File: config.mk
export PLATFORM = sky130hd
export DESIGN_NAME = alu_arbiter_flat
export DESIGN_NICKNAME = d
export VERILOG_FILES = /design/src/rtl/alu_arbiter_if.sv /design/src/rtl/alu_arbiter.sv /design/src/flat_wrapper.sv
export SDC_FILE = /design/constraint.sdc
export NUM_CORES = 1
export LEC_CHECK = 0
export CORE_AREA = 3 3 111 113
export CTS_BUF_LIST = sky130_fd_sc_hd__clkbuf_16
export DETAILED_ROUTE_END_ITERATION = 10
export DIE_AREA = 0 0 114 116
export GPL_TIMING_DRIVEN = 0
export HOLD_SLACK_MARGIN = 0.02
export PLACE_DENSITY = 0.85
export SETUP_SLACK_MARGIN = 0.05
export SYNTH_ARGS = -nofsm -noshare
export SYNTH_HDL_FRONTEND = slang
export SYNTH_SLANG_ARGS = --single-unit
export TNS_END_PERCENT = 20
File: constraint.sdc
create_clock -name clk -period 3.3 [get_ports clk]
set_input_delay 0.495 -clock clk [delete_from_list [all_inputs] [get_ports clk]]
set_output_delay 0.495 -clock clk [all_outputs]
set_load 0.01 [all_outputs]
File: src/rtl/alu_arbiter_if.sv
// Handshake and ALU bus for the two-requester ALU arbiter.
// The master side is the environment (requesters, ALU, consumer); the slave side is the arbiter.
interface alu_arbiter_if #(
  parameter int unsigned WIDTH = 32
);
  logic             req0_valid;
  logic             req0_ready;
  logic [WIDTH-1:0] req0_a;
  logic [WIDTH-1:0] req0_b;
  logic [2:0]       req0_ctrl;

  logic             req1_valid;
  logic             req1_ready;
  logic [WIDTH-1:0] req1_a;
  logic [WIDTH-1:0] req1_b;
  logic [2:0]       req1_ctrl;

  logic [WIDTH-1:0] alu_a;
  logic [WIDTH-1:0] alu_b;
  logic [2:0]       alu_control;
  logic [WIDTH-1:0] alu_result;
  logic             alu_zero;

  logic             rsp_valid;
  logic             rsp_ready;
  logic             rsp_id;
  logic [WIDTH-1:0] rsp_result;
  logic             rsp_zero;
  logic             rsp_err;

  modport master (
    output req0_valid, req0_a, req0_b, req0_ctrl,
    output req1_valid, req1_a, req1_b, req1_ctrl,
    output alu_result, alu_zero, rsp_ready,
    input  req0_ready, req1_ready,
    input  alu_a, alu_b, alu_control,
    input  rsp_valid, rsp_id, rsp_result, rsp_zero, rsp_err
  );

  modport slave (
    input  req0_valid, req0_a, req0_b, req0_ctrl,
    input  req1_valid, req1_a, req1_b, req1_ctrl,
    input  alu_result, alu_zero, rsp_ready,
    output req0_ready, req1_ready,
    output alu_a, alu_b, alu_control,
    output rsp_valid, rsp_id, rsp_result, rsp_zero, rsp_err
  );
endinterface

File: src/rtl/alu_arbiter.sv
// Round-robin arbiter sharing one combinational ALU between two requesters.
// One operation in flight: IDLE accepts, EXEC captures the ALU, RESP holds until consumed.
module alu_arbiter #(
  parameter int unsigned WIDTH      = 32,
  parameter bit          PRIO_RESET = 1'b0
) (
  input logic          clk,
  input logic          reset,
  alu_arbiter_if.slave bus
);

  typedef enum logic [1:0] {StIdle, StExec, StResp} state_e;

  state_e           state_q;
  logic             prio_q;
  logic [WIDTH-1:0] alu_a_q;
  logic [WIDTH-1:0] alu_b_q;
  logic [2:0]       alu_control_q;
  logic             rsp_valid_q;
  logic             rsp_id_q;
  logic [WIDTH-1:0] rsp_result_q;
  logic             rsp_zero_q;
  logic             rsp_err_q;

  logic       grant0, grant1;
  logic       take0, take1;
  logic [2:0] sel_ctrl;
  logic       ctrl_ok;

  always_comb begin
    // A lone requester always wins; on contention the pointer decides.
    grant0   = bus.req0_valid & (~bus.req1_valid | ~prio_q);
    grant1   = bus.req1_valid & (~bus.req0_valid | prio_q);
    take0    = (state_q == StIdle) & grant0;
    take1    = (state_q == StIdle) & grant1;
    sel_ctrl = take1 ? bus.req1_ctrl : bus.req0_ctrl;
    case (sel_ctrl)
      3'b000, 3'b001, 3'b010, 3'b110, 3'b111: ctrl_ok = 1'b1;
      default:                                ctrl_ok = 1'b0;
    endcase
  end

  assign bus.req0_ready  = take0;
  assign bus.req1_ready  = take1;
  assign bus.alu_a       = alu_a_q;
  assign bus.alu_b       = alu_b_q;
  assign bus.alu_control = alu_control_q;
  assign bus.rsp_valid   = rsp_valid_q;
  assign bus.rsp_id      = rsp_id_q;
  assign bus.rsp_result  = rsp_result_q;
  assign bus.rsp_zero    = rsp_zero_q;
  assign bus.rsp_err     = rsp_err_q;

  always_ff @(posedge clk) begin
    if (reset) begin
      state_q       <= StIdle;
      prio_q        <= PRIO_RESET;
      alu_a_q       <= '0;
      alu_b_q       <= '0;
      alu_control_q <= 3'b010;
      rsp_valid_q   <= 1'b0;
      rsp_id_q      <= 1'b0;
      rsp_result_q  <= '0;
      rsp_zero_q    <= 1'b0;
      rsp_err_q     <= 1'b0;
    end else begin
      unique case (state_q)
        StIdle: begin
          if (take0 | take1) begin
            alu_a_q       <= take1 ? bus.req1_a : bus.req0_a;
            alu_b_q       <= take1 ? bus.req1_b : bus.req0_b;
            alu_control_q <= sel_ctrl;
            rsp_id_q      <= take1;
            rsp_err_q     <= ~ctrl_ok;
            state_q       <= StExec;
          end
        end
        StExec: begin
          rsp_result_q <= bus.alu_result;
          rsp_zero_q   <= bus.alu_zero;
          rsp_valid_q  <= 1'b1;
          state_q      <= StResp;
        end
        StResp: begin
          if (bus.rsp_ready) begin
            rsp_valid_q <= 1'b0;
            prio_q      <= ~rsp_id_q;
            state_q     <= StIdle;
          end
        end
        default: state_q <= StIdle;
      endcase
    end
  end

endmodule

File: src/flat_wrapper.sv
// flat-port wrapper written by rule: the top's interface ports become plain ports
module alu_arbiter_flat 
#(
  parameter int unsigned WIDTH      = 32,
  parameter bit          PRIO_RESET = 1'b0
)
  (clk, reset, bus_req0_valid, bus_req0_a, bus_req0_b, bus_req0_ctrl, bus_req1_valid, bus_req1_a, bus_req1_b, bus_req1_ctrl, bus_alu_result, bus_alu_zero, bus_rsp_ready, bus_req0_ready, bus_req1_ready, bus_alu_a, bus_alu_b, bus_alu_control, bus_rsp_valid, bus_rsp_id, bus_rsp_result, bus_rsp_zero, bus_rsp_err);
  alu_arbiter_if #(.WIDTH(WIDTH)) bus_i ();
  input logic clk;
  input logic reset;
  input wire logic [$bits(bus_i.req0_valid)-1:0] bus_req0_valid;
  input wire logic [$bits(bus_i.req0_a)-1:0] bus_req0_a;
  input wire logic [$bits(bus_i.req0_b)-1:0] bus_req0_b;
  input wire logic [$bits(bus_i.req0_ctrl)-1:0] bus_req0_ctrl;
  input wire logic [$bits(bus_i.req1_valid)-1:0] bus_req1_valid;
  input wire logic [$bits(bus_i.req1_a)-1:0] bus_req1_a;
  input wire logic [$bits(bus_i.req1_b)-1:0] bus_req1_b;
  input wire logic [$bits(bus_i.req1_ctrl)-1:0] bus_req1_ctrl;
  input wire logic [$bits(bus_i.alu_result)-1:0] bus_alu_result;
  input wire logic [$bits(bus_i.alu_zero)-1:0] bus_alu_zero;
  input wire logic [$bits(bus_i.rsp_ready)-1:0] bus_rsp_ready;
  output wire logic [$bits(bus_i.req0_ready)-1:0] bus_req0_ready;
  output wire logic [$bits(bus_i.req1_ready)-1:0] bus_req1_ready;
  output wire logic [$bits(bus_i.alu_a)-1:0] bus_alu_a;
  output wire logic [$bits(bus_i.alu_b)-1:0] bus_alu_b;
  output wire logic [$bits(bus_i.alu_control)-1:0] bus_alu_control;
  output wire logic [$bits(bus_i.rsp_valid)-1:0] bus_rsp_valid;
  output wire logic [$bits(bus_i.rsp_id)-1:0] bus_rsp_id;
  output wire logic [$bits(bus_i.rsp_result)-1:0] bus_rsp_result;
  output wire logic [$bits(bus_i.rsp_zero)-1:0] bus_rsp_zero;
  output wire logic [$bits(bus_i.rsp_err)-1:0] bus_rsp_err;
  assign bus_i.req0_valid = bus_req0_valid;
  assign bus_i.req0_a = bus_req0_a;
  assign bus_i.req0_b = bus_req0_b;
  assign bus_i.req0_ctrl = bus_req0_ctrl;
  assign bus_i.req1_valid = bus_req1_valid;
  assign bus_i.req1_a = bus_req1_a;
  assign bus_i.req1_b = bus_req1_b;
  assign bus_i.req1_ctrl = bus_req1_ctrl;
  assign bus_i.alu_result = bus_alu_result;
  assign bus_i.alu_zero = bus_alu_zero;
  assign bus_i.rsp_ready = bus_rsp_ready;
  assign bus_req0_ready = bus_i.req0_ready;
  assign bus_req1_ready = bus_i.req1_ready;
  assign bus_alu_a = bus_i.alu_a;
  assign bus_alu_b = bus_i.alu_b;
  assign bus_alu_control = bus_i.alu_control;
  assign bus_rsp_valid = bus_i.rsp_valid;
  assign bus_rsp_id = bus_i.rsp_id;
  assign bus_rsp_result = bus_i.rsp_result;
  assign bus_rsp_zero = bus_i.rsp_zero;
  assign bus_rsp_err = bus_i.rsp_err;
  alu_arbiter #(.WIDTH(WIDTH), .PRIO_RESET(PRIO_RESET)) u_core (.clk(clk), .reset(reset), .bus(bus_i));
endmodule
==> results.txt <==
----------------------------------------------------
[Worst hold path]
  Class of the tightest hold or removal check ... flop to flop

[Layout]
  Share of layout cells above drive strength 1 ... 0.0474
  Number of nets in the final layout ... approximately 1,000
  Util after Layout ... 0.694
  Leading cell type in the layout, fill and taps excluded ... clkdlybuf4s50_1
  Area added between synthesis and finish ... 69.9%
  Fill cell total of the finished layout ... approximately 930
  Leading cell types in the layout, fill and taps excluded ... 275 x clkdlybuf4s50_1, 106 x dfxtp_1, 101 x a21oi_1, 68 x nand2_1, 67 x nand3_1

[Place]
  Final RePlAce weighted congestion ... approximately 0.89
  Worst setup slack after placement ... approximately 82 ps
  Buffers added on ports ... around 280
  Total half-perimeter wirelength after legalization and detailed placement ... 14,500 um

[Clock network]
  CTS root buffer ... clkbuf_16
  Count of hold-fix buffers inserted at cts ... 0
  Clock-pin slew on the worst setup and hold paths ... 60 ps
  TritonCTS Buffers ... 9
  Total number of clock tree sinks ... roughly 110
  # H-tree levels ... 3
  Skew-Pair Late Insertion Delay ... ~340 ps
  Clock tree from TritonCTS ... built
  Max clock buf depth ... 2

[STA]
  Highest achievable clock rate ... around 0.32 GHz
  Unrepaired setup endpoints after global routing ... false
  Transition time at the pin with the least slew margin ... approximately 600 ps
  Clock period minus final worst setup slack ... about 3100 ps
  Total negative slack for setup checks ... 0 ps
  Number of setup violations in the final report ... 0
  Post-route setup slack ... between 200 and 250 ps
  Hold violation count in the final report ... 0
  Final number of max-transition violations ... 0
  Share of the clock period used by the worst path after layout ... 0.938
  Worst-case clock skew ... between 5 and 6 ps
  Slew headroom ... 0.592

[Logic synthesis]
  Yosys warnings ... 0
  Multiplexer fraction of the synthesized cell area ... 0
  Fraction of synthesized cell area taken by the top area cell type ... 0.455
  Syn Inst Count ... between 500 and 600
  Number of storage elements in the synthesis netlist ... about 110
  Synthesized-area fraction occupied by ao, oa, aoi and oai cells ... 0.316
  Basic-gate share of the synthesized area counting and, or, nand and nor cells ... 0.156
  Post-synthesis cell type with the largest combined area ... dfxtp_1
  Adder-cell share of the synthesized area ... 0
  Top post-synthesis cells by area ... dfxtp_1 46%, a311oi_1 12%, a21oi_1 11%, nand3_1 7.2%, nand2_1 5.5%
  Proportion of synthesized chip area in sequential cells ... 0.455
  Parity-gate share of the synthesized area counting xor and xnor cells ... 0
  Mean instance size in the synthesized netlist ... slightly above 8 um2
  Dominant combinational cell family by area after synthesis ... compound AO/OA/AOI/OAI gates
  Number of nets produced by synthesis ... 749
  Syn Std Cell Area ... 4660 um2
  Number of distinct library cells after synthesis ... 32

[Job]
  Number of maximum-capacitance constraint violations ... 0

[Floorplan]
  Die boundary width ... about 110 um
  Standard-cell rows ... 39
  Die H ... roughly 120 um
  Total die area ... 13,200 um2
  Core footprint ... ~11,000 um2
  Starting utilization of the core area ... 0.408
  Number of ports placed on the die boundary ... between 200 and 300

[Route]
  DRC marker count from the first detailed-route iteration ... roughly 370
  Vias per Instance ... 5.63
  WL met3 ... about 1900 um
  Uppermost layer routed ... met4
  Routed wire length ... approximately 19,000 um
  First-pass iteration count of the detailed router ... 5
  DRC ... 0
  Number of antenna-violating nets in the routed design ... 0
  Metal-1 WL ... 6940 um
  Total via count after detailed routing ... 5,676
  Post-DR wirelength/cell ... roughly 19 um
  Met2 wire length ... 9260 um

[Worst setup path]
  Kind of capture point of the worst setup path ... output pin
  Startpoint type of the worst setup path ... input pin
  Biggest fanout along the worst timing path ... 10
  Critical setup path kind ... input pin to output pin
  RR Startpoint ... u_core.state_q[1]
  Worst R2R Path Depth ... 5
  Critical path data required time ... roughly 2800 ps
  Arrival time at the worst endpoint ... 2600 ps
  Crit Reg-Reg Endpoint ... u_core.bus.alu_a[3]
  Critical path launch point ... bus_req1_valid
  FF-to-FF setup slack ... between 1000 and 1500 ps
  CP endpoint ... bus_req1_ready

[Global route]
  Total gr overflow ... 0
  All-layer global routing usage ... 0.269
  Vias in the first global route ... approximately 5,600
  Pin count of the biggest net entering global routing ... 16
  First-pass GRT wire length ... around 28,000 um
  Number of antenna violations at the first check in global routing ... 1

[Power and ir drop]
  Peak VDD IR ... approximately 0.00025 V
  Total power ... 3.78 mW
  Power density over the cells ... between 400 and 500 nW/um2
  Leakage power of the design ... 2.74 nW

[Status]
  Status ... completed

----------------------------------------------------
==> cells by family after synthesis <==
kind of cell           after synthesis
AOI/OAI and AO/OA                  241
and+or+nand+nor                    155
buffers and inverters               75
DFF                                106
==> report_power, final <==
| group | internal [mW] | switching (mW) |
|---|---|---|
| Sequential | 1.42 | 0.0864 |
| Clock | 0.727 | 0.451 |
| Combinational | 0.580 | 0.520 |
| Total | 2.72 | 1.06 |
==> how the worst min path moves through the flow <==
| stage | cells after the start | end | from | slack (ps) |
|---|---|---|---|---|
| after CTS | 2 | u_core.bus.rsp_result[24] | u_core.bus.rsp_result[24] | 460 |
| after global routing | 2 | u_core.bus.rsp_result[31] | u_core.bus.rsp_result[31] | 480 |
| after floorplan | 2 | u_core.bus.rsp_result[0] | u_core.bus.rsp_result[0] | 480 |
| after detailed placement | 2 | u_core.bus.rsp_result[24] | u_core.bus.rsp_result[24] | 450 |
| final | 2 | u_core.bus.rsp_result[24] | u_core.bus.rsp_result[24] | 450 |
| after global placement | 2 | u_core.bus.rsp_result[14] | u_core.bus.rsp_result[14] | 440 |
==> sequential cells by signal, summed over array words and instances, names as in the netlist, 2 cells and up <==
name / count
u_core.bus.alu_b: 32
u_core.bus.alu_control: 3
u_core.bus.alu_a: 32
u_core.state_q: 2
u_core.bus.rsp_result: 32
==> worst max-delay path, cell delays in order <==
cell,delay (ps)
clkdlybuf4s50_1,510
nor3b_4,450
buf_4,280
buf_6,160
nand2_1,100
inv_1,60
clkdlybuf4s50_1,540
==> synthesized netlist by cell type, drive strengths merged <==
library cell  number
a211oi             2
a21oi            101
a311oi            66
a32o               1
a32oi              1
and2               1
and2b              1
and3b              1
buf               23
clkbuf            48
dfxtp            106
inv                4
nand2             68
nand2b             2
nand3             67
nand3b             2
nor2               4
nor2b              2
nor3               1
nor3b              2
o2111ai            1
o21ai             68
o221ai             1
or2                2
or3b               2
==> per-stage QoR <==
step	hold slack, ps	cells	instance area [um2]
final	454	1009	7920
after global routing	476	1009	7920
after CTS	456	1008	7910
after detailed placement	447	995	7590
after global placement	440	995	7590
after floorplan	481	577	4660
==> layout make-up <==
cell class / instances / area [um2] / share of cell area
Clock inverter: 4 / 93.8 / 0.0118
Multi-Input combinational cell: 396 / 2210 / 0.279
Inverter: 4 / 15.0 / 0.00190
Sequential cell: 106 / 2120 / 0.268
Buffer: 71 / 324 / 0.0409
Antenna cell: 1 / 2.50 / 0.000316
Clock buffer: 9 / 225 / 0.0284
Tap cell: 143 / 179 / 0.0226
Timing Repair Buffer: 275 / 2750 / 0.347
==> metal layers <==
metal	GRT usage	up-vias
li1	-	2705
met1	0.303	2613
met2	0.468	314
met3	0.0836	44
met4	0.118	0
met5	0	-
==> timing repair <==
action | 4_1_cts | 5_1_grt
setup buffers | 0 | 0
resized for setup | 0 | 1
setup endpoints to repair | 0 | 1
Power figures use the tool's default switching activity.
